**src/rtl/fifo_pkg.sv**
```systemverilog
// Shared definitions for the synchronous FIFO controller family.
package fifo_pkg;

   // Default storage depth (log2) and the pointer width it implies.
   localparam int DEPTH_LOG_DEF = 8;
   localparam int PTR_W         = DEPTH_LOG_DEF + 1;

   // Pointer width for an arbitrary depth: one extra wrap bit above the address.
   function automatic int ptr_width(input int depth_log);
      return depth_log + 1;
   endfunction

   // Occupancy from write/read pointers, modulo 2^pw (pointers wrap naturally).
   function automatic logic [31:0] ptr_count(input logic [31:0] wr,
                                             input logic [31:0] rd,
                                             input int unsigned pw);
      return (wr - rd) & ((32'd1 << pw) - 32'd1);
   endfunction

endpackage

```
**src/rtl/pkg_dual_ram.sv**
```systemverilog
// Simple dual-port RAM: one write port, one registered read port, no reset
// on contents or read data.
module pkg_dual_ram #(
   parameter int WIDTH     = 8,
   parameter int DEPTH_LOG = 8
) (
   input  logic                 clk,
   input  logic                 i_we,
   input  logic [DEPTH_LOG-1:0] i_waddr,
   input  logic [WIDTH-1:0]     i_wdata,
   input  logic                 i_re,
   input  logic [DEPTH_LOG-1:0] i_raddr,
   output logic [WIDTH-1:0]     o_rdata
);

   logic [WIDTH-1:0] r_mem [2**DEPTH_LOG];

   // Write on strobe; read data is registered and held between reads.
   always_ff @(posedge clk) begin
      if (i_we) r_mem[i_waddr] <= i_wdata;
      if (i_re) o_rdata <= r_mem[i_raddr];
   end

endmodule

```
**src/rtl/fifo_sync_ctrl.sv**
```systemverilog
// Single-clock FIFO controller: pointers, flags and sticky error bits around
// a dual-port RAM used as circular storage.
module fifo_sync_ctrl
   import fifo_pkg::*;
#(
   parameter int WIDTH       = 8,
   parameter int DEPTH_LOG   = 8,
   parameter int AFULL_LEVEL = 2**DEPTH_LOG - 4
) (
   input  logic                 clk,
   input  logic                 rst_n,
   input  logic                 clr,
   input  logic                 push,
   input  logic [WIDTH-1:0]     push_data,
   input  logic                 pop,
   output logic [WIDTH-1:0]     pop_data,
   output logic                 pop_valid,
   output logic                 full,
   output logic                 empty,
   output logic                 almost_full,
   output logic [DEPTH_LOG:0]   count,
   output logic                 overflow,
   output logic                 underflow
);

   localparam int P_W = ptr_width(DEPTH_LOG);

   logic [P_W-1:0] r_wr_ptr;
   logic [P_W-1:0] r_rd_ptr;
   logic           r_pop_valid;
   logic           r_ovf;
   logic           r_unf;

   logic           w_full;
   logic           w_empty;
   logic [P_W-1:0] w_count;
   logic           w_push_ok;
   logic           w_pop_ok;

   // Flags decode straight from the registered pointers, so they follow reset
   // immediately and update the cycle after an accepting edge.
   always_comb begin
      w_empty   = (r_wr_ptr == r_rd_ptr);
      w_full    = (r_wr_ptr[DEPTH_LOG-1:0] == r_rd_ptr[DEPTH_LOG-1:0]) &&
                  (r_wr_ptr[DEPTH_LOG] != r_rd_ptr[DEPTH_LOG]);
      w_count   = P_W'(ptr_count(32'(r_wr_ptr), 32'(r_rd_ptr), P_W));
      // A flush wins over both requests and suppresses the RAM write.
      w_push_ok = push && !w_full && !clr;
      w_pop_ok  = pop && !w_empty && !clr;
   end

   // Pointer advance, pop_valid delay and sticky error capture.
   always_ff @(posedge clk or negedge rst_n) begin
      if (!rst_n) begin
         r_wr_ptr    <= '0;
         r_rd_ptr    <= '0;
         r_pop_valid <= 1'b0;
         r_ovf       <= 1'b0;
         r_unf       <= 1'b0;
      end else if (clr) begin
         r_wr_ptr    <= '0;
         r_rd_ptr    <= '0;
         r_pop_valid <= 1'b0;
         r_ovf       <= 1'b0;
         r_unf       <= 1'b0;
      end else begin
         if (w_push_ok) r_wr_ptr <= r_wr_ptr + P_W'(1);
         if (w_pop_ok)  r_rd_ptr <= r_rd_ptr + P_W'(1);
         r_pop_valid <= w_pop_ok;
         if (push && w_full) r_ovf <= 1'b1;
         if (pop && w_empty) r_unf <= 1'b1;
      end
   end

   // Registered read port supplies the single cycle of pop latency.
   pkg_dual_ram #(
      .WIDTH     (WIDTH),
      .DEPTH_LOG (DEPTH_LOG)
   ) u_ram (
      .clk     (clk),
      .i_we    (w_push_ok),
      .i_waddr (r_wr_ptr[DEPTH_LOG-1:0]),
      .i_wdata (push_data),
      .i_re    (w_pop_ok),
      .i_raddr (r_rd_ptr[DEPTH_LOG-1:0]),
      .o_rdata (pop_data)
   );

   assign pop_valid   = r_pop_valid;
   assign full        = w_full;
   assign empty       = w_empty;
   assign count       = w_count;
   assign almost_full = (w_count >= P_W'(AFULL_LEVEL));
   assign overflow    = r_ovf;
   assign underflow   = r_unf;

endmodule
```
**config.mk**
```make
export PLATFORM = sky130hd
export DESIGN_NAME = fifo_sync_ctrl
export DESIGN_NICKNAME = d
export VERILOG_FILES = /design/src/rtl/fifo_pkg.sv /design/src/rtl/pkg_dual_ram.sv /design/src/rtl/fifo_sync_ctrl.sv
export SDC_FILE = /design/constraint.sdc
export NUM_CORES = 2
export LEC_CHECK = 0
export CELL_PAD_IN_SITES_DETAIL_PLACEMENT = 0
export CELL_PAD_IN_SITES_GLOBAL_PLACEMENT = 1
export CORE_ASPECT_RATIO = 1.2
export CORE_MARGIN = 8
export CORE_UTILIZATION = 56
export CTS_CLUSTER_SIZE = 30
export DETAILED_ROUTE_END_ITERATION = 7
export PLACE_DENSITY_LB_ADDON = 0.1
export SETUP_SLACK_MARGIN = 0.1
export SLEW_MARGIN = 20
export SYNTH_ARGS = -nofsm -noshare
export SYNTH_HDL_FRONTEND = slang
export SYNTH_SLANG_ARGS = --single-unit
export TNS_END_PERCENT = 5
```
**constraint.sdc**
```tcl
create_clock -name clk -period 5.2 [get_ports clk]
set_input_delay 0.78 -clock clk [delete_from_list [all_inputs] [get_ports clk]]
set_output_delay 0.78 -clock clk [all_outputs]
set_load 0.1 [all_outputs]
```
==> metrics.txt <==
vias in the first global route 40860; largest net degree at the start of global routing 178; TritonCTS Buffers 193; Worst VDD drop 0.4089 mV; Synth Instances 4040; fillcell total 10030; # IOs 36; per-cell routed wire length 34.41 um; top post-synthesis cells by count 2056 x edfxtp_1, 404 x mux4_2, 321 x nor2_1, 297 x mux2i_1, 128 x clkbuf_1; CTS clk-pin slew, worst paths 0.06 ns; pwr/cell area 403.5 nW/um^2; cell area after synthesis 81460 sq um; # setup viols final 0; Setup TNS 0 ns; sw frac 23.62%; hpwl dp 130700 um; outcome finished, final reports clean; Via Count 41170; Post-Route WL 214800 um; drt first pass iters 5; Port Buffers 35; Overflow after GRT 0; Comb pwr share 12.2%; Fin. Hold Viols 0; Non-Filler Instances 6243; Post-CTS Hold Fix Bufs 0; Synth area leader edfxtp_1; asr flop ratio synth 1.011%; # clock sinks 2077; net switching power 8.613 mW; sequential share of the synthesized area 76.44%; Tcrit/Tclk final 91.43%; placed inst area 84410 sq um; static leakage 27.30 nW; Worst R2R Start r_rd_ptr[3]$_DFFE_PN0P_; die area 158000 sq um; max frequency 210.3 MHz; Initial DRC Count 5076; MaxCap Viol Count 0; chip width 364.2 um; share of cells above drive strength 1 19.79%; Worst setup SP type flip-flop; Clock Latency Late Sink 0.82 ns; power share of the clock group 37.1%; Yosys warning count 0; reg2reg setup slack 0.77 ns; critical path arrival 3.97 ns; Final Wtd Congestion 0.8622; core box area 144700 sq um; RSZ-0062 raised after global routing no; GRT Overall Usage 27.23%; ANT nets after route 0; Final Worst Setup Slack 0.4456 ns; vias per cell 6.594; initial antenna violation count 5; CTS tree built; HP Class in2async; row count 153; Root Buffer clkbuf_16; Final Net Count 4182; Die Ht 433.8 um; average size of a mapped cell 20.16 sq um; worst slack, placed 0.7999 ns; worst-path fanout max 22; P_int 27.85 mW; sequential share of power 50.7%; Synth Flop Type edfxtp_1; total power 36.46 mW; Crit Path Class reg2out; worst reg2reg path depth 9; Synth cell types 63; Synth Register Bits 2077; WHS 0.3402 ns; placed cells 5897; DR DRC count 0; PostCTS Resize Cnt 0; Max Root-Sink Buffers 3; H-tree depth 4; clk_skew 0.02913 ns; fin. max-slew vios 0; FF-to-FF End u_ram.r_mem[201][0]$_DFFE_PP_; synth top area cells edfxtp_1 76%, mux4_2 11%, mux2i_1 3.6%, nor2_1 1.5%, o221ai_1 0.82%; Net Count, Synth 4067; most frequent cell after synthesis edfxtp_1; Slew headroom 13.37%; area grow syn2layout 10.93%; Critical Path RT 4.42 ns; Initial Util 56.28%; first-pass GRT wire length 305600 um; worst slew pin tran 1.299 ns; number of flops mapped to enable cells by yosys 2056; Synth top area share 75.79%; fin area 90360 sq um; post-CTS setup buffers 0; Period minus WS final 4.754 ns; Layout Utilization 62.44%; CP endpoint kind output pin
==> registers in the layout, summed over array words and instances (netlist names) <==
register       cells
u_ram.r_mem     2048
underflow          1
r_rd_ptr           9
overflow           1
u_ram.o_rdata      8
r_wr_ptr           9
pop_valid          1
==> worst max path at each step <==
stage                                  startpoint                       endpoint  slack (ns)
final                     r_rd_ptr[1]$_DFFE_PN0P_                    almost_full        0.45
after global placement    r_rd_ptr[0]$_DFFE_PN0P_     u_ram.o_rdata[6]$_DFFE_PP_        0.64
after detailed placement  r_rd_ptr[3]$_DFFE_PN0P_  u_ram.r_mem[201][6]$_DFFE_PP_        0.80
after global routing      r_rd_ptr[1]$_DFFE_PN0P_                    almost_full        0.33
after floorplan           r_rd_ptr[2]$_DFFE_PN0P_                    almost_full       -0.68
after CTS                 r_rd_ptr[1]$_DFFE_PN0P_                    almost_full        0.44
==> power by group through the flow <==
stage | sequential (mW) | clock (mW) | combinational, mW
finish | 18.5 | 13.5 | 4.46
global route | 18.5 | 14.3 | 4.69
CTS | 18.5 | 13.7 | 4.52
detailed placement | 18.8 | 0 | 4.51
global placement | 18.8 | 0 | 4.50
floorplan | 18.8 | 0 | 3.15
==> worst max-delay path, stage by stage, from the launching register on <==
cell and delay (ns):
dfrtp_4 0.74, inv_1 0.23, ha_1 0.34, nor2b_1 0.13, o21ai_0 0.23, a21boi_0 0.16
o21ai_0 0.24, a21oi_1 0.12, xor2_1 0.47, a41o_1 0.29, buf_12 0.18
==> cells in the final DEF, fill, tap and decap left out, types with 42 or more instances in the layout <==
master and instances:
buf_4 112, edfxtp_1 2056, clkbuf_16 200, o221ai_1 76, nand2_1 84, nand3_1 42
clkinv_1 50, nor2_1 320, a221oi_1 60, o22ai_1 43, mux2i_1 297, mux4_2 404
clkbuf_1 42, a21oi_1 63
==> kinds of logic (layout without fill, tap and decap cells) <==
group	Yosys count	after routing	synth area share, %
flip-flops	2077	2077	76.44
multiplexers	715	715	15.01
AND/OR/NAND/NOR	566	566	2.955
AO/OA/AOI/OAI	385	385	3.425
buffers and inverters	259	524	1.685
XOR/XNOR	24	24	0.2581
adder cells (fa/ha/maj)	14	14	0.2243
other	0	1	0
==> metal layers <==
layer | part of all wire [%] | global-route usage [%] | wire [um]
met1 | 40 | 38.02 | 85040
met2 | 49 | 44.27 | 105500
met3 | 7.6 | 4.217 | 16390
met4 | 3.7 | 9.594 | 7902
met5 | 0.016 | 0 | 34
==> cell type report <==
cell class	instances	area [sq um]	area share, %
antenna	1	2.502	0.002769
clock buffer	242	5162	5.713
clock inverter	103	783.3	0.8668
inverter	13	56.30	0.06231
multi-input combinational	1704	17940	19.86
sequential	2077	62280	68.92
tap	1937	2424	2.682
timing repair buffer	166	1712	1.894
No activity file was read; power rests on OpenSTA's default activity.
